===== src/rtl/slope_det_mc.sv =====
// slope_det_mc
// Multi-channel slope detector for comparator (LVDS) sigma-delta bitstreams.
// Each channel decimates its bitstream into DECIM-bit count samples. It keeps
// 2*WIN samples of history and compares the newest-WIN window against the
// oldest-WIN window. A per-channel IDLE/FILL/ARMED/HIT state machine latches a
// hit when the window difference exceeds the shared threshold.
//
// Optional feature: define SLOPE_DET_MC_TSTAMP_EN to add a free-running tick
// counter (cleared on arm) and a per-channel hit timestamp. Without the macro,
// tstamp is tied to 0 and everything else behaves identically.
//
// Ports
//   clk64M    sole clock
//   reset     async active-high reset, clears all state
//   enable    0 forces all channels to IDLE and freezes divider/timestamp
//   arm       1-cycle pulse: all channels enter FILL, timestamp cleared
//   comp      comparator bit per channel
//   slope_neg per-channel polarity, 1 = detect falling slope
//   slope     shared unsigned threshold
//   sdm       registered comp (feedback to the external integrators)
//   tick      decimated-sample strobe
//   conv      older-window sum per channel, ch0 in LSBs
//   det       per-channel latched hit
//   hit_any   OR of det
//   tstamp    tick count at hit per channel, ch0 in LSBs
module slope_det_mc #(
  parameter int NCH   = 4,
  parameter int DECIM = 8,
  parameter int WIN   = 4,
  parameter int TS_W  = 16,
  localparam int AW   = $clog2(DECIM + 1),
  localparam int SW   = AW + $clog2(WIN)
) (
  input  logic                clk64M,
  input  logic                reset,
  input  logic                enable,
  input  logic                arm,
  input  logic [NCH-1:0]      comp,
  input  logic [NCH-1:0]      slope_neg,
  input  logic [SW-1:0]       slope,
  output logic [NCH-1:0]      sdm,
  output logic                tick,
  output logic [NCH*SW-1:0]   conv,
  output logic [NCH-1:0]      det,
  output logic                hit_any,
  output logic [NCH*TS_W-1:0] tstamp
);

  localparam int PW = $clog2(DECIM);
  localparam int HL = 2 * WIN;
  localparam int FW = $clog2(HL + 1);

  typedef enum logic [1:0] {IDLE, FILL, ARMED, HIT} state_t;

  logic [PW-1:0] phase;
  logic          wrap;
  logic [FW-1:0] fill_cnt;
  logic          fill_done;
  logic [AW-1:0] acc     [NCH];
  logic [AW-1:0] sample  [NCH];
  logic [AW-1:0] hist    [NCH][HL];
  logic [SW-1:0] new_sum [NCH];
  logic [SW-1:0] old_sum [NCH];
  logic [SW:0]   diff    [NCH];
  logic [NCH-1:0] cond;
  state_t        state    [NCH];
  state_t        state_nx [NCH];
  logic [NCH-1:0] det_nx;

  assign wrap = enable && (phase == PW'(DECIM - 1));

  always_ff @(posedge clk64M or posedge reset) begin
    if (reset) sdm <= '0;
    else       sdm <= comp;
  end

  // tick is high in the cycle after the last phase of a decimation period.
  always_ff @(posedge clk64M or posedge reset) begin
    if (reset) begin
      phase <= '0;
      tick  <= 1'b0;
    end else begin
      tick <= wrap;
      if (enable) phase <= wrap ? '0 : phase + PW'(1);
    end
  end

  always_comb begin
    for (int ch = 0; ch < NCH; ch++) sample[ch] = acc[ch] + AW'(comp[ch]);
  end

  // The sample is pushed at the wrap edge, so the history (and the sums derived
  // from it) already holds the newest sample during the tick cycle.
  // hist[ch][0] is the newest sample.
  always_ff @(posedge clk64M or posedge reset) begin
    if (reset) begin
      for (int ch = 0; ch < NCH; ch++) begin
        acc[ch] <= '0;
        for (int i = 0; i < HL; i++) hist[ch][i] <= '0;
      end
    end else if (enable) begin
      for (int ch = 0; ch < NCH; ch++) begin
        if (wrap) begin
          acc[ch]     <= '0;
          hist[ch][0] <= sample[ch];
          for (int i = 1; i < HL; i++) hist[ch][i] <= hist[ch][i-1];
        end else begin
          acc[ch] <= sample[ch];
        end
      end
    end
  end

  // diff is a two's-complement SW+1 bit value. Its top bit set means a
  // negative difference, which never detects.
  always_comb begin
    conv = '0;
    for (int ch = 0; ch < NCH; ch++) begin
      new_sum[ch] = '0;
      old_sum[ch] = '0;
      for (int i = 0; i < WIN; i++) begin
        new_sum[ch] = new_sum[ch] + SW'(hist[ch][i]);
        old_sum[ch] = old_sum[ch] + SW'(hist[ch][i+WIN]);
      end
      diff[ch] = slope_neg[ch] ? ({1'b0, old_sum[ch]} - {1'b0, new_sum[ch]})
                               : ({1'b0, new_sum[ch]} - {1'b0, old_sum[ch]});
      cond[ch] = !diff[ch][SW] && (diff[ch][SW-1:0] > slope);
      conv[ch*SW +: SW] = old_sum[ch];
    end
  end

  // Shared fill counter: all channels are armed together, so one count of
  // ticks since arm serves every channel.
  always_ff @(posedge clk64M or posedge reset) begin
    if (reset) begin
      fill_cnt <= '0;
    end else if (enable) begin
      if (arm)                              fill_cnt <= '0;
      else if (tick && fill_cnt != FW'(HL)) fill_cnt <= fill_cnt + FW'(1);
    end
  end

  assign fill_done = tick && (fill_cnt == FW'(HL - 1));

  always_ff @(posedge clk64M or posedge reset) begin
    if (reset) begin
      for (int ch = 0; ch < NCH; ch++) state[ch] <= IDLE;
      det     <= '0;
      hit_any <= 1'b0;
    end else begin
      for (int ch = 0; ch < NCH; ch++) state[ch] <= state_nx[ch];
      det     <= det_nx;
      hit_any <= |det_nx;
    end
  end

  // enable=0 beats arm, and arm beats a detection in the same cycle.
  always_comb begin
    for (int ch = 0; ch < NCH; ch++) begin
      state_nx[ch] = state[ch];
      if (!enable) begin
        state_nx[ch] = IDLE;
      end else if (arm) begin
        state_nx[ch] = FILL;
      end else begin
        case (state[ch])
          FILL:    if (fill_done)          state_nx[ch] = ARMED;
          ARMED:   if (tick && cond[ch])   state_nx[ch] = HIT;
          default: ;
        endcase
      end
      det_nx[ch] = (state_nx[ch] == HIT);
    end
  end

`ifdef SLOPE_DET_MC_TSTAMP_EN
  logic [TS_W-1:0] ts_cnt;
  logic [TS_W-1:0] ts_hold [NCH];
  logic [NCH-1:0]  capture;

  always_comb begin
    for (int ch = 0; ch < NCH; ch++)
      capture[ch] = (state[ch] == ARMED) && (state_nx[ch] == HIT);
  end

  always_ff @(posedge clk64M or posedge reset) begin
    if (reset) begin
      ts_cnt <= '0;
    end else if (enable) begin
      if (arm)       ts_cnt <= '0;
      else if (tick) ts_cnt <= ts_cnt + TS_W'(1);
    end
  end

  always_ff @(posedge clk64M or posedge reset) begin
    if (reset) begin
      for (int ch = 0; ch < NCH; ch++) ts_hold[ch] <= '0;
    end else begin
      for (int ch = 0; ch < NCH; ch++)
        if (capture[ch]) ts_hold[ch] <= ts_cnt;
    end
  end

  always_comb begin
    tstamp = '0;
    for (int ch = 0; ch < NCH; ch++) tstamp[ch*TS_W +: TS_W] = ts_hold[ch];
  end
`else
  assign tstamp = '0;
`endif

endmodule


===== config.mk =====
export PLATFORM = sky130hd
export DESIGN_NAME = slope_det_mc
export DESIGN_NICKNAME = d
export VERILOG_FILES = /design/src/rtl/slope_det_mc.sv
export SDC_FILE = /design/constraint.sdc
export NUM_CORES = 1
export LEC_CHECK = 0
export CAP_MARGIN = 25
export CORE_MARGIN = 10
export CORE_UTILIZATION = 35
export CTS_CLUSTER_SIZE = 10
export DETAILED_ROUTE_END_ITERATION = 10
export GPL_ROUTABILITY_DRIVEN = 1
export HOLD_SLACK_MARGIN = 0.15
export PLACE_DENSITY_LB_ADDON = 0.05
export SLEW_MARGIN = 20
export SYNTH_ARGS = -nofsm -noshare
export SYNTH_HDL_FRONTEND = slang
export SYNTH_SLANG_ARGS = --single-unit

===== constraint.sdc =====
create_clock -name clk64M -period 5.7 [get_ports clk64M]
set_clock_uncertainty 0.1 [all_clocks]
set_input_delay 0.855 -clock clk64M [delete_from_list [all_inputs] [get_ports clk64M]]
set_output_delay 0.855 -clock clk64M [all_outputs]
set_load 0.01 [all_outputs]

==> flow_summary.yaml, run 1 <==
floorplan:
  core_sq_mm: 0.03446
  initial_core_util_pct: 35.46
  design.die.area_sq_mm: 0.04278
  rows: 68
  ios: 116
  die_h_um: 206.8
  die_x_um: 206.8
worst_setup_path:
  crit_fanout: 5
  arrival_ns: 5.49
  worstPathCellList: "inv_1, fa_1, inv_1, fa_1, ha_1, fa_1, inv_1, ha_1, a211o_1, a31oi_1, o21ai_0, xor2_1, ha_1, nand4_1, o21ai_0, a221oi_1, a32o_1, nor3b_1, or4_1"
  worst_path_max_delay_cell: "fa_1"
  cpPeakStageDelay_ns: 0.53
  worstSetupPathType: "reg2reg"
  start_kind: "register"
  required_ns: 5.92
  cp_num_buf_inv: 3
  cp_top_family: "adder cells"
  cp-end-kind: "register"
layout:
  final_common_cell: "inv_1"
  fin_util_pct: 39.25
  syn_to_final_growth_pct: 10.70
  antenna_cells: 0
  fin_cells: 1734
  mostFrequentLayoutCells: "211 x inv_1, 169 x dfrtp_1, 136 x ha_1, 118 x nand2_1, 116 x o21ai_0"
  layout-drive-gt1-share_pct: 7.193
  final_nets: 1493
  fillers: 3447
placement:
  port_buffers: 51
  dpl.cell_count: 1703
  gp_congestion: 0.8118
  dp_hpwl_mm: 19.97
timing:
  final_hold_viol_count: 0
  rsz0062_at_grt: "false"
  tns_ns: 0
  drv_slew: 0
  slew_headroom_pct: 39.29
  fmax_ghz: 0.1897
  post-route-min-period_ns: 5.271
  fin_crit_sh_pct: 92.48
  final-setup-viol-count: 0
  worst_pin_slew_ns: 0.9106
yosys:
  syn_area_sq_mm: 0.01222
  syn_inst: 1231
  ys_seq_elements: 169
  synth_cell_type_count: 53
  synth_flop_cell: "dfrtp_1"
  synth_edf_count: 0
  async_flop_share_pct: 100.0
  synth_area_leaders: "dfrtp_1 35%, ha_1 14%, fa_1 12%, inv_1 6.5%, o21ai_0 4.8%"
  ys.warnings.count: 0
  yosysTopAreaCellShare_pct: 34.61
  synth_top_area_cell: "dfrtp_1"
  ys_seq_area_share_pct: 34.61
  synth.avg_cell_area_sq_um: 9.925
global_route:
  grt_pass1_vias: 8349
  grt_pass1_wl_mm: 43.79
  overflow: 0
  grt_max_degree: 95
  antenna_found_initial: 0
  grt_util_all_layers_pct: 13.04
clocking:
  clk_pin_slew_worst_paths_ns: 0.07
  postCtsHoldBufs: 0
  post_cts_resized: 0
  post_cts_buffers: 0
  htree_levels: 4
  clkLatencyLatePin_ns: 0.45
  clk_path_buf_depth: 2
  clock_sinks: 169
  cts-root-buf: "clkbuf_16"
  cts_buffers: 17
  tritoncts: "built"
route:
  ant_nets: 0
  drt-met1-wl_mm: 12.50
  highest_layer: "met4"
  drt-initial-drc-count: 268
  wl_met2_mm: 13.11
  via_per_inst: 4.537
  drt_pass1_iterations: 5
  finalWirelength_mm: 26.68
  wl_per_cell_um: 15.39
  vias: 7867
  wl_met3_um: 846
  drc_errors: 0
status:
  run_status: "completed"
worst_hold_path:
  hold_path_class: "reg2reg"
job:
  cap_viol_max_count: 0
[cells by family after synthesis]
kind of cell	count (synthesis)	share of synthesized area (%)
buf+inv	318	11.92
compound gates	251	12.49
fa+ha+maj	208	25.72
simple gates	183	6.841
flops	169	34.61
mux	61	5.510
xor+xnor	40	2.867
other cells	1	0.03069
[layer usage]
metal,global-route usage [%],vias to the layer above
met4,3.131,0
met2,22.22,73
met3,2.700,14
met5,0,-
met1,16.58,3825
li1,-,3955
[worst min-delay path, cell delays in order, from the launching register on]
cell     delay (ns)
dfrtp_1        0.34
nand2_1        0.04
o21ai_0        0.06
[registers in the layout, summed over array words and instances, names as in the netlist]
register,cells
sdm,4
hist,128
acc,16
state,8
fill_cnt,4
tick,1
det,4
phase,3
hit_any,1
[synth_stat cells, drive strengths merged, types with 4 or more instances]
| cell type | number |
|---|---|
| buf | 78 |
| nand2 | 118 |
| a21oi | 43 |
| a21o | 30 |
| clkbuf | 26 |
| mux2 | 50 |
| dfrtp | 169 |
| xor2 | 21 |
| a31oi | 10 |
| nor2b | 9 |
| fa | 72 |
| o21bai | 4 |
| nand4 | 4 |
| o221ai | 4 |
| o21ai | 116 |
| xnor2 | 19 |
| o31ai | 5 |
| o2bb2ai | 9 |
| nor3 | 4 |
| a211oi | 7 |
| ha | 136 |
| inv | 213 |
| a211o | 4 |
| nand3 | 6 |
| a221oi | 4 |
| nor2 | 18 |
| nand2b | 7 |
| mux2i | 11 |
[layout make-up]
class	count	area [sq um]	area share (%)
clock buffers	20	446.7	3.302
clock inverters	11	122.6	0.9066
inverters	214	813.3	6.013
multi-input cells	807	6769	50.05
flip-flops and latches	169	4229	31.27
well taps	455	569.3	4.209
repair buffers	58	575.6	4.255
[metrics by stage]
| stage | area, sq um | hold slack (ns) | setup slack [ns] |
|---|---|---|---|
| after floorplan | 12450 | 0.3498 | 0.1699 |
| after global placement | 12960 | 0.3577 | 0.5058 |
| after detailed placement | 12960 | 0.3641 | 0.4102 |
| after CTS | 13530 | 0.3779 | 0.3896 |
| after global routing | 13530 | 0.4021 | 0.03322 |
| final | 13530 | 0.3772 | 0.4285 |
[path summary, 6_finish.rpt]
| check | from | to | slack, ns | cells past startpoint |
|---|---|---|---|---|
| setup reg to reg | hist[49] | hit_any | 0.43 | 19 |
| max in group asynchronous | reset | hist[12] | 3.62 | 3 |
| hold / removal | hist[101] | hist[97] | 0.38 | 2 |
| hold reg to reg | hist[101] | hist[97] | 0.38 | 2 |
| setup / recovery | hist[49] | hit_any | 0.43 | 19 |
| min in group asynchronous | reset | hist[50] | 0.82 | 2 |
Power of run 1 is not shown: default switching activity piles up to over one toggle a cycle in this logic, so the estimate is an artifact.
==> run 2, diff against run 1 <==
CORE_MARGIN = 2   (was 10)
RECOVER_POWER = 100   (was not set)
==> flow_summary.yaml, run 2 (same netlist as run 1, synthesis figures left out) <==
status:
  run_status: "finished, violations left"
  violations: "capacitance limit, slew limit"
timing:
  worst_pin_slew_ns: 3.173
  fmax_ghz: 0.1912
  tns_ns: 0
  slew_headroom_pct: -111.5
  fin_crit_sh_pct: 91.74
  final_hold_viol_count: 0
  post-route-min-period_ns: 5.229
  final-setup-viol-count: 0
  rsz0062_at_grt: "false"
  drv_slew: 187
layout:
  mostFrequentLayoutCells: "212 x inv_1, 169 x dfrtp_1, 136 x ha_1, 118 x nand2_1, 116 x o21ai_0"
  largest_reg_flops: 128
  syn_to_final_growth_pct: 10.80
  final_nets: 1492
  reg.largest.list: "hist (128), acc (16), state (8)"
  layout-drive-gt1-share_pct: 7.115
  antenna_cells: 0
  final_common_cell: "inv_1"
  fillers: 3522
  top_register: "hist"
clocking:
  cts_buffers: 17
  clk_path_buf_depth: 2
  tritoncts: "built"
  clock_sinks: 169
  clkLatencyLatePin_ns: 0.45
  post_cts_resized: 0
  clk_pin_slew_worst_paths_ns: 0.07
  postCtsHoldBufs: 0
  post_cts_buffers: 0
  cts-root-buf: "clkbuf_16"
  htree_levels: 4
worst_setup_path:
  crit_fanout: 5
  cp-end-kind: "register"
  required_ns: 5.92
  cpPeakStageDelay_ns: 0.52
  worstSetupPathType: "reg2reg"
  worstPathCellList: "inv_1, fa_1, inv_1, fa_1, ha_1, fa_1, ha_1, a211o_1, a31oi_1, o21ai_0, xor2_1, ha_1, nand4_1, o21ai_0, a221oi_1, a32o_1, nor3b_1, or4_1"
  arrival_ns: 5.45
  start_kind: "register"
  worst_path_max_delay_cell: "or4_1"
global_route:
  grt_pass1_wl_mm: 42.59
  grt_util_all_layers_pct: 15.18
  antenna_found_initial: 0
  grt_max_degree: 135
  grt_pass1_vias: 8132
  overflow: 0
floorplan:
  core_sq_mm: 0.03446
  rows: 68
  ios: 116
  die_h_um: 190.8
  die_x_um: 190.8
  initial_core_util_pct: 35.46
  design.die.area_sq_mm: 0.03642
route:
  ant_nets: 0
  drc_errors: 0
  finalWirelength_mm: 25.41
  via_per_inst: 4.535
  wl_per_cell_um: 14.65
  drt_pass1_iterations: 4
  vias: 7863
  drt-initial-drc-count: 290
placement:
  gp_congestion: 0.7373
  dp_hpwl_mm: 18.76
  port_buffers: 51
worst_hold_path:
  hold_path_class: "reg2reg"
job:
  cap_viol_max_count: 2
[run 2: cell type report]
class | instances | area [sq um] | area share, %
timing repair buffer | 57 | 553.0 | 4.085
tap | 455 | 569.3 | 4.205
clock inverter | 13 | 160.2 | 1.183
sequential | 169 | 4229 | 31.24
inverter | 214 | 804.5 | 5.943
clock buffer | 19 | 452.9 | 3.346
multi-input combinational | 807 | 6769 | 50.00
[run 2: per-layer routing]
metal,up-vias,track usage (%),wire (um)
li1,3965,-,-
met1,3803,19.91,12330
met2,84,25.65,12110
met3,11,2.852,735
met4,0,3.936,222
met5,-,0,0
[run 2: per-stage QoR]
step	cells	setup WS, ns	utilization (%)	cell area, sq um	hold WS [ns]
after floorplan	1294	0.1699	-	12450	0.3498
after global placement	1701	0.5557	37.56	12940	0.3562
after detailed placement	1701	0.4364	37.56	12940	0.3662
after CTS	1733	0.4340	39.34	13550	0.3801
after global routing	1734	0.03626	39.29	13540	0.3977
final	1734	0.4710	39.29	13540	0.3762
[run 2: path summary, 6_finish.rpt]
| path | endpoint | start | depth (start not counted) | slack [ns] |
|---|---|---|---|---|
| setup / recovery | hit_any | hist[37] | 18 | 0.47 |
| hold / removal | hist[39] | hist[43] | 2 | 0.38 |
| setup reg to reg | hit_any | hist[37] | 18 | 0.47 |
| hold reg to reg | hist[39] | hist[43] | 2 | 0.38 |
| max in group asynchronous | hist[20] | reset | 2 | 1.77 |
| min in group asynchronous | hist[42] | reset | 2 | 1.91 |
[run 2: worst max-delay path: cells and delay by family, from the launching register on]
family	cells	cell delay, ns
AO/OA/AOI/OAI	6	1.17
flip-flops	1	0.36
adder cells (fa/ha/maj)	6	2.41
XOR/XNOR	1	0.16
AND/OR/NAND/NOR	3	0.80
buffers and inverters	2	0.12
Power of run 2 is left out for the same reason.
==> run 3, diff against run 2 <==
CORE_UTILIZATION = 53   (was 35)
clock period = 4.65 ns   (was 5.7 ns; I/O delays follow)
==> flow_summary.yaml, run 3 (same netlist as run 1, synthesis figures left out) <==
clocking:
  cts-root-buf: "clkbuf_16"
  postCtsHoldBufs: 0
  clkLatencyLatePin_ns: 0.43
  tritoncts: "built"
  htree_levels: 4
  clock_sinks: 169
  clk_pin_slew_worst_paths_ns: 0.07
  cts_buffers: 17
  clk_path_buf_depth: 2
layout:
  syn_to_final_growth_pct: 19.00
  top_register: "hist"
  final_nets: 1616
  layout-drive-gt1-share_pct: 21.95
  fin_util_pct: 64.22
  mostFrequentLayoutCells: "183 x inv_1, 169 x dfrtp_1, 125 x buf_4, 118 x nand2_1, 115 x ha_1"
  antenna_cells: 0
  multiInputGateArea_sq_mm: 0.007071
  final_common_cell: "inv_1"
  reg.largest.list: "hist (128), acc (16), state (8)"
  fillers: 1876
  register_area_sq_mm: 0.004229
  largest_reg_flops: 128
status:
  run_status: "finished, violations left"
  violations: "capacitance limit, slew limit, setup timing"
global_route:
  antenna_found_initial: 0
  grt_util_all_layers_pct: 20.47
  grt_pass1_vias: 8333
  grt_max_degree: 170
  grt_pass1_wl_mm: 39.74
  overflow: 0
route:
  vias: 8300
  drc_errors: 0
  finalWirelength_mm: 23.64
  drt-initial-drc-count: 276
  wl_per_cell_um: 14.00
  drt_pass1_iterations: 4
  ant_nets: 0
  via_per_inst: 4.917
timing:
  slew_headroom_pct: -56.00
  worst_pin_slew_ns: 2.340
  rsz0062_at_grt: "true"
  fin_ws_ns: -0.3686
  final-setup-viol-count: 1
  fmax_ghz: 0.1993
  fin_crit_sh_pct: 107.9
  final_hold_viol_count: 0
  drv_slew: 170
  tns_ns: -0.3686
  post-route-min-period_ns: 5.019
job:
  cap_viol_max_count: 1
worst_setup_path:
  arrival_ns: 5.22
  cp-end-kind: "register"
  start_kind: "register"
  crit_fanout: 3
  required_ns: 4.85
  worstSetupPathType: "reg2reg"
  r2r_start: "hist[1]"
  critPathLaunch: "hist[1]"
floorplan:
  core_sq_mm: 0.02264
  initial_core_util_pct: 53.97
  die_h_um: 155.8
  ios: 116
  design.die.area_sq_mm: 0.02428
  die_x_um: 155.8
  rows: 55
placement:
  dp_slack_ns: -0.3976
  dp_hpwl_mm: 17.34
  gp_congestion: 0.7757
  port_buffers: 51
worst_hold_path:
  min-delay-start: "hist[39]"
  hold_path_class: "reg2reg"
[run 3: changes by cell type in the layout (fill, tap and decap cells not counted), moves of 8 or more]
cell             previous run  this run
a21oi_1                    43        35
buf_4                       0       125
inv_2                       0        29
inv_1                     212       183
ha_2                        0        16
ha_1                      136       115
clkdlybuf4s50_1            11        26
a21oi_2                     0         8
dlygate4sd3_1              40        25
[run 3: critical path, cell delays in order, from the launching register on]
cell and delay, ns:
dfrtp_1 0.34, inv_2 0.05, fa_1 0.54, inv_2 0.04, fa_1 0.49, ha_4 0.20, fa_2 0.58, inv_2 0.04
ha_2 0.17, nor2b_1 0.12, a221o_1 0.30, buf_4 0.14, buf_4 0.12, xor2_1 0.13, ha_1 0.28, nand4_1 0.14
nor2_2 0.17, a21oi_1 0.05, and4_1 0.18, o21a_1 0.20, or4_1 0.50
[run 3: layout make-up]
type	count	share of cell area [%]
inverter	214	5.551
timing repair buffer	181	10.22
tap	285	2.453
multi-input combinational	807	48.63
clock buffer	18	2.952
sequential	169	29.09
clock inverter	14	1.102
[run 3: stage by stage]
step	std cells	cell area (sq um)	hold slack (ns)
after floorplan	1294	12530	0.3498
after global placement	1637	13620	0.3543
after detailed placement	1637	13620	0.3623
after CTS	1673	14290	0.3813
after global routing	1688	14540	0.4051
final	1688	14540	0.3775
[run 3: path summary, 6_finish.rpt]
path	to	slack (ns)	depth (start not counted)
worst max-delay path	hit_any	-0.37	20
worst min-delay path	hist[35]	0.38	2
worst max register to register	hit_any	-0.37	20
worst min register to register	hist[35]	0.38	2
max in group asynchronous	hist[99]	1.47	3
min in group asynchronous	hist[34]	1.48	3
[run 3: timing repair]
| item | 4_1_cts | 5_1_grt |
|---|---|---|
| setup endpoints to repair | 3 | 8 |
| buffers inserted | 5 | 18 |
| pin swaps | 21 | 72 |
| gates resized for setup | 15 | 68 |
[run 3: per-layer routing]
metal  vias to the layer above  part of all wire (%)  GRT usage [%]
li1                       4223                     -              -
met2                        93                    49          34.93
met3                        14                   2.3          3.000
met5                         -                     0              0
met1                      3970                    48          27.86
met4                         0                  0.98          4.587
Power of run 3 is left out for the same reason.
==> patch 1, RTL diff (config.mk and constraints of run 3) <==
The option `SLOPE_DET_MC_TSTAMP_EN` is turned on by a define.
--- a/src/rtl/slope_det_mc.sv
+++ b/src/rtl/slope_det_mc.sv
@@ -25,2 +25,4 @@
 //   tstamp    tick count at hit per channel, ch0 in LSBs
+`define SLOPE_DET_MC_TSTAMP_EN
+
 module slope_det_mc #(
Formal check against the unedited RTL: no difference found for any inputs over 4 cycles, from zero or initial values and one cycle with reset high; that may be too few to reach the edited logic, so the function may still have changed.
==> patch 1 against run 3 <==
  * The run still ends with capacitance limit, slew limit, setup timing left
  * Final area increased by 30%
  * Area after synthesis increased by 22%
  * Sequential cell count increased by 80
  * Via count increased by 26%
  * Utilization increased by 3.7 points
  * Highest routed layer unchanged
  * Routed wire length increased by 32%
  * Setup slack got worse by 340 ps
Power is left out: the tool's default activity adds up to more than one toggle a clock period on the data nets, which glitch-free logic cannot reach.
==> patch 1: results (changes against run 3) <==
GRT Total Usage: 0.221 (+0.0167)
Filler cells: 2241 (+19%)
WHS Endpoint: hist[111]$_DFFE_PP0P_
Largest net degree at the start of global routing: 188 (+11%)
Top cells by instance count after synthesis: 249 x dfrtp_1, 227 x inv_1, 137 x ha_1
Compound-gate portion of the synthesized area: 0.110 (-0.0149)
R2r endpoint: tstamp[53]$_DFFE_PP0P_
Failing checks: capacitance limit, slew limit, setup timing
Number of global-route vias before repair: 10500 (+27%)
Final setup fails: 165 (+164)
DP Worst Slack: -699 ps (-302 ps)
Met1 usage in global routing: 0.308 (+0.0291)
Met2 Use GR: 0.374 (+0.0248)
Clk slew on worst S/H paths: 50 ps (-20 ps)
Max-Cap Viols: 3 (+2)
Status: complete, but fails checks
Maximum clock path buffer count: 3 (+1)
Pre-Repair DR Iteration Count: 6 (+2)
Met3 global-route usage: 0.0268 (-0.00322)
Vias/cell: 5.13 (+4.3%)
Mux share of post-synthesis cell area: 0.0878 (+0.0327)
Post-layout worst setup margin: -708 ps (-340 ps)
Worst-Margin Slew: 2490 ps (+146 ps)
Reg2reg start: hist[21]$_DFFE_PP0P_
Post-DR wirelength/cell: 15.4 µm (+9.8%)
HP Start: hist[115]$_DFFE_PP0P_
Xor/xnor cell area share of the yosys netlist: 0.0305 (+0.00179)
Final hold slack: 371 ps (-6.27 ps)
PostCTS Resize Cnt: 61 (+46)
Netlist cell types: 60 (+13%)
Register area share after synthesis: 0.417 (+0.0707)
Final slew viol count: 208 (+22%)
Setup bufs post-CTS: 15 (+10)
Nets: 1877 (+16%)
## patch 1: area by class of cell
type                            instances  share of cell area
Multi-Input combinational cell        875               0.429
Inverter                              228              0.0455
Clock buffer                           37              0.0417
Sequential cell                       249               0.330
Timing Repair Buffer                  267               0.129
Tap cell                              378              0.0251
## patch 1: worst register-to-register path, cell delays in order, from the launching register on
cell and delay (ps):
dfrtp_1 370, inv_2 60, fa_1 500, inv_1 50
fa_1 490, ha_4 190, fa_1 570, inv_2 50
ha_4 230, a211o_1 310, a31o_2 250, a21oi_2 140
xnor2_1 90, ha_1 300, nand4_1 130, a21oi_2 170
a211oi_2 60, o32ai_2 380, and3_4 330, buf_12 160
mux2_4 320
## patch 1: per-layer routing
layer	wire length, µm	up-vias
li1	-	5130
met1	14700	5088
met2	14900	172
met3	1120	46
met4	588	0
met5	0	-
## patch 1: metrics by stage
step | utilization | cell area, µm² | std cells
global placement | 0.635 | 17700 | 1972
detailed placement | 0.635 | 17700 | 1972
CTS | 0.677 | 18800 | 2025
global route | 0.679 | 18900 | 2034
floorplan | - | 15200 | 1403
finish | 0.679 | 18900 | 2034
## patch 1: worst max path at each step
stage	start	to	cells after the start
after floorplan	hist[65]$_DFFE_PP0P_	tstamp[16]$_DFFE_PP0P_	20
after detailed placement	hist[81]$_DFFE_PP0P_	tstamp[16]$_DFFE_PP0P_	19
after global routing	hist[21]$_DFFE_PP0P_	tstamp[56]$_DFFE_PP0P_	20
after CTS	hist[49]$_DFFE_PP0P_	tstamp[40]$_DFFE_PP0P_	20
after global placement	hist[1]$_DFFE_PP0P_	tstamp[54]$_DFFE_PP0P_	20
final	hist[21]$_DFFE_PP0P_	tstamp[53]$_DFFE_PP0P_	20
==> patch 2, RTL diff (config.mk and constraints of run 3) <==
Made on the original files. The output `det` loses its register stage (`det` becomes a continuous assignment).
--- a/src/rtl/slope_det_mc.sv
+++ b/src/rtl/slope_det_mc.sv
@@ -147,3 +147,2 @@
       for (int ch = 0; ch < NCH; ch++) state[ch] <= IDLE;
-      det     <= '0;
       hit_any <= 1'b0;
@@ -151,3 +150,2 @@
       for (int ch = 0; ch < NCH; ch++) state[ch] <= state_nx[ch];
-      det     <= det_nx;
       hit_any <= |det_nx;
@@ -155,2 +153,4 @@
   end
+
+  assign det = det_nx;
 
Formal check against the unedited RTL: same outputs for any inputs over 4 cycles, from zero or initial values and one cycle with reset high; that may be too few to reach the edited logic, so the function may still have changed.
==> patch 2 against run 3 <==
  * Final area rose by 2.0%
  * Setup slack got worse by 680 ps
  * Sequential cell count fell by 4
  * The flow still finishes with violations (capacitance limit, slew limit, setup timing)
  * Highest routed layer unchanged
  * Routed wire length rose by 0.17%
  * Utilization rose by 1.7 points
  * Critical path depth fell by 2
  * Area after synthesis fell by 1.1%
Power is left out: the tool's default activity adds up to more than one toggle a clock period on the data nets, which glitch-free logic cannot reach.
==> patch 2: results (changes against run 3) <==
Number of multi-input logic gates: 800 (-0.87%)
Post-layout worst setup margin: -1040 ps (-676 ps)
Seq/total area: 0.279 (-0.0124)
R2R Setup Slk: -330 ps (+40 ps)
Largest net degree at the start of global routing: 166 (-2.4%)
Worst Path Max Fanout: 5 (+2)
Mux share of post-synthesis cell area: 0.0566 (+0.00147)
Met1 usage in global routing: 0.294 (+0.0151)
Compound-gate portion of the synthesized area: 0.129 (+0.00445)
Max-Cap Viols: 3 (+2)
PostCTS Resize Cnt: 43 (+28)
Data arrival time of the worst path: 4900 ps (-320 ps)
DP Worst Slack: -1070 ps (-676 ps)
Fin cells: 1725 (+2.2%)
Buffering overhead: 0.126 (+0.0233)
Setup TNS: -4160 ps (-3790 ps)
Filler cells: 1852 (-1.3%)
Met2 Use GR: 0.333 (-0.0162)
Top cells by instance count after synthesis: 210 x inv_1, 165 x dfrtp_1, 136 x ha_1
Clock buffer count: 17 (-1)
Met3 global-route usage: 0.0292 (-0.000752)
Post-synthesis adder-cell area fraction: 0.260 (+0.00298)
Pre-Repair DR Iteration Count: 5 (+1)
Nets: 1653 (+2.3%)
Gpl congestion: 0.808 (+4.2%)
Xor/xnor cell area share of the yosys netlist: 0.0290 (+0.000333)
Failing checks: capacitance limit, slew limit, setup timing
DRT met1 WL: 11.4 mm (+1.6%)
Detail Route met3 WL: 741 µm (+34%)
Final slew viol count: 250 (+47%)
R2R cell count: 19 (-5.0%)
Crit path kind: reg -> out
Worst-Skew Late Latency: 430 ps (about the same)
First DRT Iteration DRCs: 205 (-26%)
Register area share after synthesis: 0.342 (-0.00427)
Dpl hpwl: 17.1 mm (-1.2%)
Placed instance area: 14000 µm² (+2.6%)
Netlist cell types: 52 (-1.9%)
Layout cell share with drive strength beyond 1: 0.245 (+0.0256)
Reg2reg start: hist[49]$_DFFE_PP0P_
Wire length on met2: 11.2 mm (-3.7%)
Area grow syn2layout: 22.7%
Crit path largest cell delay: 540 ps (-40 ps)
Final setup fails: 5 (+4)
Status: complete, but fails checks
Slowest stage cell, crit path: fa_1
Vias/cell: 4.98 (+1.4%)
Plain + repair buffers: 232 (+28%)
Area contributors post-synth: dfrtp_1 34%, ha_1 14%, fa_1 12%, inv_1 6.5%, o21ai_0 4.7%
Multi-input gate share of total cell area: 0.478 (-0.00822)
First-pass GRT wire length: 40.1 mm (+0.99%)
Number of global-route vias before repair: 8597 (+3.2%)
-- patch 2: cell count changes in the layout (fill, tap and decap cells not counted), sizes merged, moves of 3 or more --
cell and delta:
a221oi -3, buf +55, dfrtp -4, dlygate4sd3 -5
nand2 -4, nor2 -5, o21a +3, o21ai -3
-- patch 2: worst min-delay path by stage --
| stage | start | slack, ps | to |
|---|---|---|---|
| finish | hist[110]$_DFFE_PP0P_ | 380 | hist[106]$_DFFE_PP0P_ |
| floorplan | hist[105]$_DFFE_PP0P_ | 350 | hist[101]$_DFFE_PP0P_ |
| global route | hist[114]$_DFFE_PP0P_ | 410 | hist[110]$_DFFE_PP0P_ |
| detailed placement | hist[106]$_DFFE_PP0P_ | 360 | hist[102]$_DFFE_PP0P_ |
| CTS | hist[54]$_DFFE_PP0P_ | 380 | hist[50]$_DFFE_PP0P_ |
| global placement | hist[117]$_DFFE_PP0P_ | 360 | hist[113]$_DFFE_PP0P_ |
